File: src/rtl/if_id_pkg.sv
// rtl/if_id_pkg.sv - shared types and helpers for the IF->ID fetch packet queue
package if_id_pkg;

    localparam int XLEN = 64;
    localparam int ILEN = 32;

    // One fetch packet as it crosses the IF->ID boundary
    typedef struct packed {
        logic [XLEN-1:0] pc;
        logic [XLEN-1:0] pc4;
        logic [ILEN-1:0] inst;
    } fetch_pkt_t;

    // Occupancy counter must represent 0..depth inclusive
    function automatic int clog2_cnt(input int depth);
        return $clog2(depth + 1);
    endfunction

endpackage

File: src/rtl/fetch_pkt_fifo.sv
// rtl/fetch_pkt_fifo.sv - generic first-word-fall-through storage with pointers, count and flags
//
// Ports:
//   clk, reset         clock, asynchronous active-low reset
//   i_push, i_pop      enqueue / dequeue requests (ignored when full / empty)
//   i_flush            synchronous discard of all entries, beats push and pop
//   i_data             entry written on push
//   o_data             entry at the head (raw storage, not masked)
//   o_count            occupancy 0..DEPTH
//   o_empty, o_full    occupancy flags
module fetch_pkt_fifo
    import if_id_pkg::*;
#(
    parameter int WIDTH = 160,
    parameter int DEPTH = 4
) (
    input  logic                          clk,
    input  logic                          reset,
    input  logic                          i_push,
    input  logic                          i_pop,
    input  logic                          i_flush,
    input  logic [WIDTH-1:0]              i_data,
    output logic [WIDTH-1:0]              o_data,
    output logic [clog2_cnt(DEPTH)-1:0]   o_count,
    output logic                          o_empty,
    output logic                          o_full
);

    localparam int PW = $clog2(DEPTH);
    localparam int CW = clog2_cnt(DEPTH);

    logic [WIDTH-1:0] r_mem [DEPTH];
    logic [PW-1:0]    r_rd_ptr;
    logic [PW-1:0]    r_wr_ptr;
    logic [CW-1:0]    r_count;

    logic w_do_push;
    logic w_do_pop;

    assign o_empty = (r_count == '0);
    assign o_full  = (r_count == CW'(DEPTH));
    assign o_count = r_count;
    assign o_data  = r_mem[r_rd_ptr];

    // Flush cancels any same-cycle transfer so nothing is written or consumed
    assign w_do_push = i_push & ~o_full  & ~i_flush;
    assign w_do_pop  = i_pop  & ~o_empty & ~i_flush;

    always_ff @(posedge clk or negedge reset) begin
        if (!reset) begin
            r_rd_ptr <= '0;
            r_wr_ptr <= '0;
            r_count  <= '0;
        end else if (i_flush) begin
            r_rd_ptr <= '0;
            r_wr_ptr <= '0;
            r_count  <= '0;
        end else begin
            if (w_do_push) r_wr_ptr <= r_wr_ptr + PW'(1);
            if (w_do_pop)  r_rd_ptr <= r_rd_ptr + PW'(1);
            if (w_do_push && !w_do_pop)
                r_count <= r_count + CW'(1);
            else if (!w_do_push && w_do_pop)
                r_count <= r_count - CW'(1);
        end
    end

    // Storage carries no reset; head data is masked by the wrapper when empty
    always_ff @(posedge clk) begin
        if (w_do_push) r_mem[r_wr_ptr] <= i_data;
    end

    a_count_bound: assert property (@(posedge clk) disable iff (!reset)
        r_count <= CW'(DEPTH));

endmodule

File: src/rtl/if_id_queue.sv
// rtl/if_id_queue.sv - IF->ID boundary: DEPTH-entry FWFT queue of {pc, pc4, inst} with flush
//
// Ports:
//   clk, reset                  clock, asynchronous active-low reset
//   flush                       discard all queued packets at the next edge
//   f_valid/f_ready             fetch-side handshake, f_pc/f_pc4/f_inst packet
//   d_valid/d_ready             decode-side handshake, d_pc/d_pc4/d_inst head packet (zero when empty)
//   count, empty, full          occupancy and flags
//   almost_full                 count >= AFULL_LEVEL
module if_id_queue
    import if_id_pkg::*;
#(
    parameter int ADDR_WIDTH  = 64,
    parameter int INST_WIDTH  = 32,
    parameter int DEPTH       = 4,
    parameter int AFULL_LEVEL = DEPTH - 1
) (
    input  logic                          clk,
    input  logic                          reset,
    input  logic                          flush,
    input  logic                          f_valid,
    output logic                          f_ready,
    input  logic [ADDR_WIDTH-1:0]         f_pc,
    input  logic [ADDR_WIDTH-1:0]         f_pc4,
    input  logic [INST_WIDTH-1:0]         f_inst,
    output logic                          d_valid,
    input  logic                          d_ready,
    output logic [ADDR_WIDTH-1:0]         d_pc,
    output logic [ADDR_WIDTH-1:0]         d_pc4,
    output logic [INST_WIDTH-1:0]         d_inst,
    output logic [clog2_cnt(DEPTH)-1:0]   count,
    output logic                          empty,
    output logic                          full,
    output logic                          almost_full
);

    localparam int CW = clog2_cnt(DEPTH);
    localparam int PKT_W = 2 * ADDR_WIDTH + INST_WIDTH;
    localparam logic [CW-1:0] AFULL_CNT = CW'(AFULL_LEVEL);

    logic             w_push;
    logic             w_pop;
    logic             w_empty;
    logic             w_full;
    logic [CW-1:0]    w_count;
    logic [PKT_W-1:0] w_head;

    // Both ready/valid come from registered occupancy only, so no d_ready->f_ready path
    assign f_ready = ~w_full;
    assign d_valid = ~w_empty;
    assign w_push  = f_valid & f_ready;
    assign w_pop   = d_valid & d_ready;

    fetch_pkt_fifo #(
        .WIDTH (PKT_W),
        .DEPTH (DEPTH)
    ) u_fifo (
        .clk     (clk),
        .reset   (reset),
        .i_push  (w_push),
        .i_pop   (w_pop),
        .i_flush (flush),
        .i_data  ({f_pc, f_pc4, f_inst}),
        .o_data  (w_head),
        .o_count (w_count),
        .o_empty (w_empty),
        .o_full  (w_full)
    );

    // Unwritten storage must never leak to decode
    assign {d_pc, d_pc4, d_inst} = d_valid ? w_head : '0;

    assign count       = w_count;
    assign empty       = w_empty;
    assign full        = w_full;
    assign almost_full = (w_count >= AFULL_CNT);

endmodule

File: config.mk
export PLATFORM = sky130hd
export DESIGN_NAME = if_id_queue
export DESIGN_NICKNAME = d
export VERILOG_FILES = /design/src/rtl/if_id_pkg.sv /design/src/rtl/fetch_pkt_fifo.sv /design/src/rtl/if_id_queue.sv
export SDC_FILE = /design/constraint.sdc
export NUM_CORES = 1
export LEC_CHECK = 0
export CAP_MARGIN = 15
export CORE_MARGIN = 2
export CORE_UTILIZATION = 59
export DETAILED_ROUTE_END_ITERATION = 8
export HOLD_SLACK_MARGIN = 0.1
export PLACE_DENSITY = 0.9
export SLEW_MARGIN = 10
export SYNTH_ARGS = -nofsm -noshare
export SYNTH_HDL_FRONTEND = slang
export SYNTH_HIERARCHICAL = 1
export SYNTH_SLANG_ARGS = --single-unit
File: constraint.sdc
create_clock -name clk -period 17.68 [get_ports clk]
set_input_delay 2.652 -clock clk [delete_from_list [all_inputs] [get_ports clk]]
set_output_delay 2.652 -clock clk [all_outputs]
set_load 0.005 [all_outputs]
==> summary.md <==
| Metric | Value |
|---|---|
| Arr. time, crit path | `4.39 ns` |
| CP Cell Sequence | `buf_4 -> buf_4 -> mux4_2 -> nor2b_1 -> clkdlybuf4s50_1` |
| Max stage delay on crit path | `0.86 ns` |
| Initial antenna violation count | `8` |
| Period Utilization, post-route | `39.80%` |
| Yosys warns | `6` |
| First-pass GRT wire length | `77,310 um` |
| Area delta synth->final | `21.86%` |
| Pwr/cell area | `148.9 nW/um^2` |
| Die Y | `210.8 um` |
| Slowest cell on the critical path | `buf_4` |
| Clk_lat worst skew | `0.61 ns` |
| Placed cell count | `1,909` |
| Max Cap Viol | `0` |
| Layout cells sized above 1 | `23.71%` |
| Die width | `210.8 um` |
| Clock power share | `26.4%` |
| Cell row count | `75` |
| Routed vias/inst | `5.994` |
| Wirelength, routed | `51,930 um` |
| FFs w/ async S/R, synth | `1.082%` |
| Min Tclk post-route | `7.038 ns` |
| Final worst setup slack | `10.64 ns` |
| Port buffer count | `332` |
| CP required | `15.03 ns` |
| Synth cell count leaders | `edfxtp_1, mux4_2, nor2b_1, nor2b_2, nor2b_4` |
| Non-filler instance count after layout | `2,017` |
| Switching power total | `1.248 mW` |
| Max VDD drop | `214.1 uV` |
| Worst Max-Slew Pin Slew | `1.139 ns` |
| Critical Path Most Common Cell | `buf_4` |
| Switching fraction of total power | `27.25%` |
| Critical Path Start Type | `register` |
| Clk slew on worst S/H paths | `0.06 ns` |
| Ranking of synthesized cells by area | `edfxtp_1, mux4_2, nor2b_1, nor2b_4, nor2b_2` |
| Placeable Area | `42,040 um^2` |
| Yosys reg bits | `647` |
| IO Count | `333` |
| Clk sinks | `647` |
| Nets | `1,603` |
| CTS Buf Count | `61` |
| Die area | `44,430 um^2` |
| Via count | `12,090` |
| Metal1 wirelength | `19,160 um` |
| Slew Limit Fails | `0` |
| Mean Syn Cell Area | `23.38 um^2` |
| Hold_buf cts | `0` |
| FF/Latch Area | `19,400 um^2` |
| Seq pwr share | `40.9%` |
| RSZ-0062 raised after global routing | `no` |
| Synthesized Nets | `1,249` |
| Leak pwr | `9.672 nW` |
| Distinct cells, synth | `35` |
| Top layer in use | `met5` |
| Post-CTS setup buffers | `0` |
| DR WL/cell | `25.74 um` |
| Dpl hpwl | `30,770 um` |
| Post-CTS resize count | `0` |
| Root Buffer | `clkbuf_16` |
| Worst Skew | `0.02170 ns` |
| Vias in the first global route | `12,700` |
| Most common cell in the netlist | `edfxtp_1` |
| CTS tree | `done` |
| Cells after Synth | `1,079` |
| Largest net degree at the start of global routing | `75` |
| Final setup violation count | `0` |
| Post-synth EDFFs | `640` |
| Total Routing Usage GR | `23.63%` |
| Worst hold slack | `0.6489 ns` |
| Final Util | `73.14%` |
| Ys flop type | `edfxtp_1` |
| Met3 WL post-DR | `5065 um` |
| Initial Util | `60.01%` |
| Pre-antenna DRT Iters | `5` |
| Rel. slew slack | `24.07%` |
| Worst Path Buf+Inv | `3` |
| WS Path Type | `register to output pin` |
| Post-route DRC | `0` |
| Clock buffer depth | `3` |
| Dpl ws | `11.16 ns` |
| ANT nets after route | `0` |
| Global placement routability congestion | `0.7672` |
| Initial DRC count | `995` |
| H-tree levels | `2` |
| Worst hold path type | `register to register` |
| Crit-path leading delay family | `buffers and inverters` |
| Post-synth top area share | `76.17%` |
| Met2 wire len | `26,390 um` |
| Outcome | `completed` |
| Total gr overflow | `0` |
| Max Fclk | `142.1 MHz` |
| Multi-input gate area | `5344 um^2` |
| Pint | `3.332 mW` |
| Final hold violation count | `0` |
| Crit path capture type | `output pin` |
| Mapped Area | `25,230 um^2` |
| Crit Path Max Fanout | `51` |
| Seq/Total Area, Yosys | `76.87%` |
| Synth area leader | `edfxtp_1` |
| # fillers | `2,220` |
| Comb power frac | `32.7%` |
| Setup TNS | `0 ns` |
==> through the flow <==
step,total power [mW],area [um^2]
final,4.579,30750
after global routing,4.753,30740
after CTS,4.621,30740
after detailed placement,3.398,28900
after global placement,3.364,28900
after floorplan,2.764,25230
==> cell type report <==
cell class / count / area share (%)
diodes: 2 / 0.01628
clock buffers: 76 / 5.286
clock inverters: 30 / 0.7162
inverters: 7 / 0.08546
multi-input cells: 367 / 17.38
flip-flops and latches: 647 / 63.10
well taps: 539 / 2.193
repair buffers: 349 / 11.22
==> power by group through the flow <==
stage | logic (mW) | registers, mW | clock network (mW)
2_1_floorplan | 0.874 | 1.89 | 0
5_1_grt | 1.58 | 1.88 | 1.29
3_3_place_gp | 1.47 | 1.89 | 0
4_1_cts | 1.52 | 1.88 | 1.23
3_5_place_dp | 1.49 | 1.90 | 0
6_report | 1.50 | 1.87 | 1.21
==> cells in the final DEF (no fill, tap or decap), types with 2 or more instances in the layout <==
cell type	count
dfrtp_4	2
xor2_1	2
clkinv_1	12
o21ai_0	2
clkinv_2	12
buf_4	17
nor2b_1	82
clkbuf_16	63
bufinv_16	3
inv_1	7
and2_4	4
diode_2	2
mux2_2	2
clkdlybuf4s50_1	332
ha_1	4
nor2_1	9
dfrtp_1	5
nor2b_4	32
mux2i_1	2
edfxtp_1	640
a21oi_1	2
mux4_2	160
nor2b_2	48
nand3b_1	3
clkbuf_1	13
==> flip-flops by register name, indices dropped and copies added, names as in the netlist <==
signal	count
u_fifo/r_rd_ptr	2
u_fifo/r_mem	640
u_fifo/o_count	3
u_fifo/r_wr_ptr	2
==> cells by family after synthesis <==
kind of cell    share of synthesized area (%)
compound gates                         0.3769
xor+xnor                              0.06944
fa+ha+maj                              0.2777
buf+inv                                 2.013
flops                                   76.87
mux                                     14.45
simple gates                            5.946
==> worst paths after layout <==
path	start	end	slack [ns]	cells past startpoint
max in group asynchronous	reset	u_fifo/r_rd_ptr[0]$_DFFE_PN0P_	15.09	1
min in group asynchronous	reset	u_fifo/r_wr_ptr[1]$_DFFE_PN0P_	2.31	1
setup reg to reg	u_fifo/o_count[2]$_DFFE_PN0P_	u_fifo/r_mem[2][116]$_DFFE_PP_	13.77	6
hold reg to reg	u_fifo/r_wr_ptr[1]$_DFFE_PN0P_	u_fifo/r_wr_ptr[1]$_DFFE_PN0P_	0.65	2
hold / removal	u_fifo/r_wr_ptr[1]$_DFFE_PN0P_	u_fifo/r_wr_ptr[1]$_DFFE_PN0P_	0.65	2
setup / recovery	u_fifo/r_rd_ptr[0]$_DFFE_PN0P_	d_inst[24]	10.64	5
==> layer usage <==
layer / up-vias / GRT usage, %
met4: 14 / 7.431
met5: - / 0
met3: 96 / 7.389
li1: 5124 / -
met1: 6297 / 30.84
met2: 559 / 38.61
==> worst reg2reg max path, stage by stage (launching register included) <==
cell     delay [ns]
dfrtp_1        0.51
nor3b_2        0.30
nor2b_1        0.45
inv_1          0.25
nor3_1         0.45
and2_4         0.63
buf_4          0.82
No activity file was read; power rests on OpenSTA's default activity.
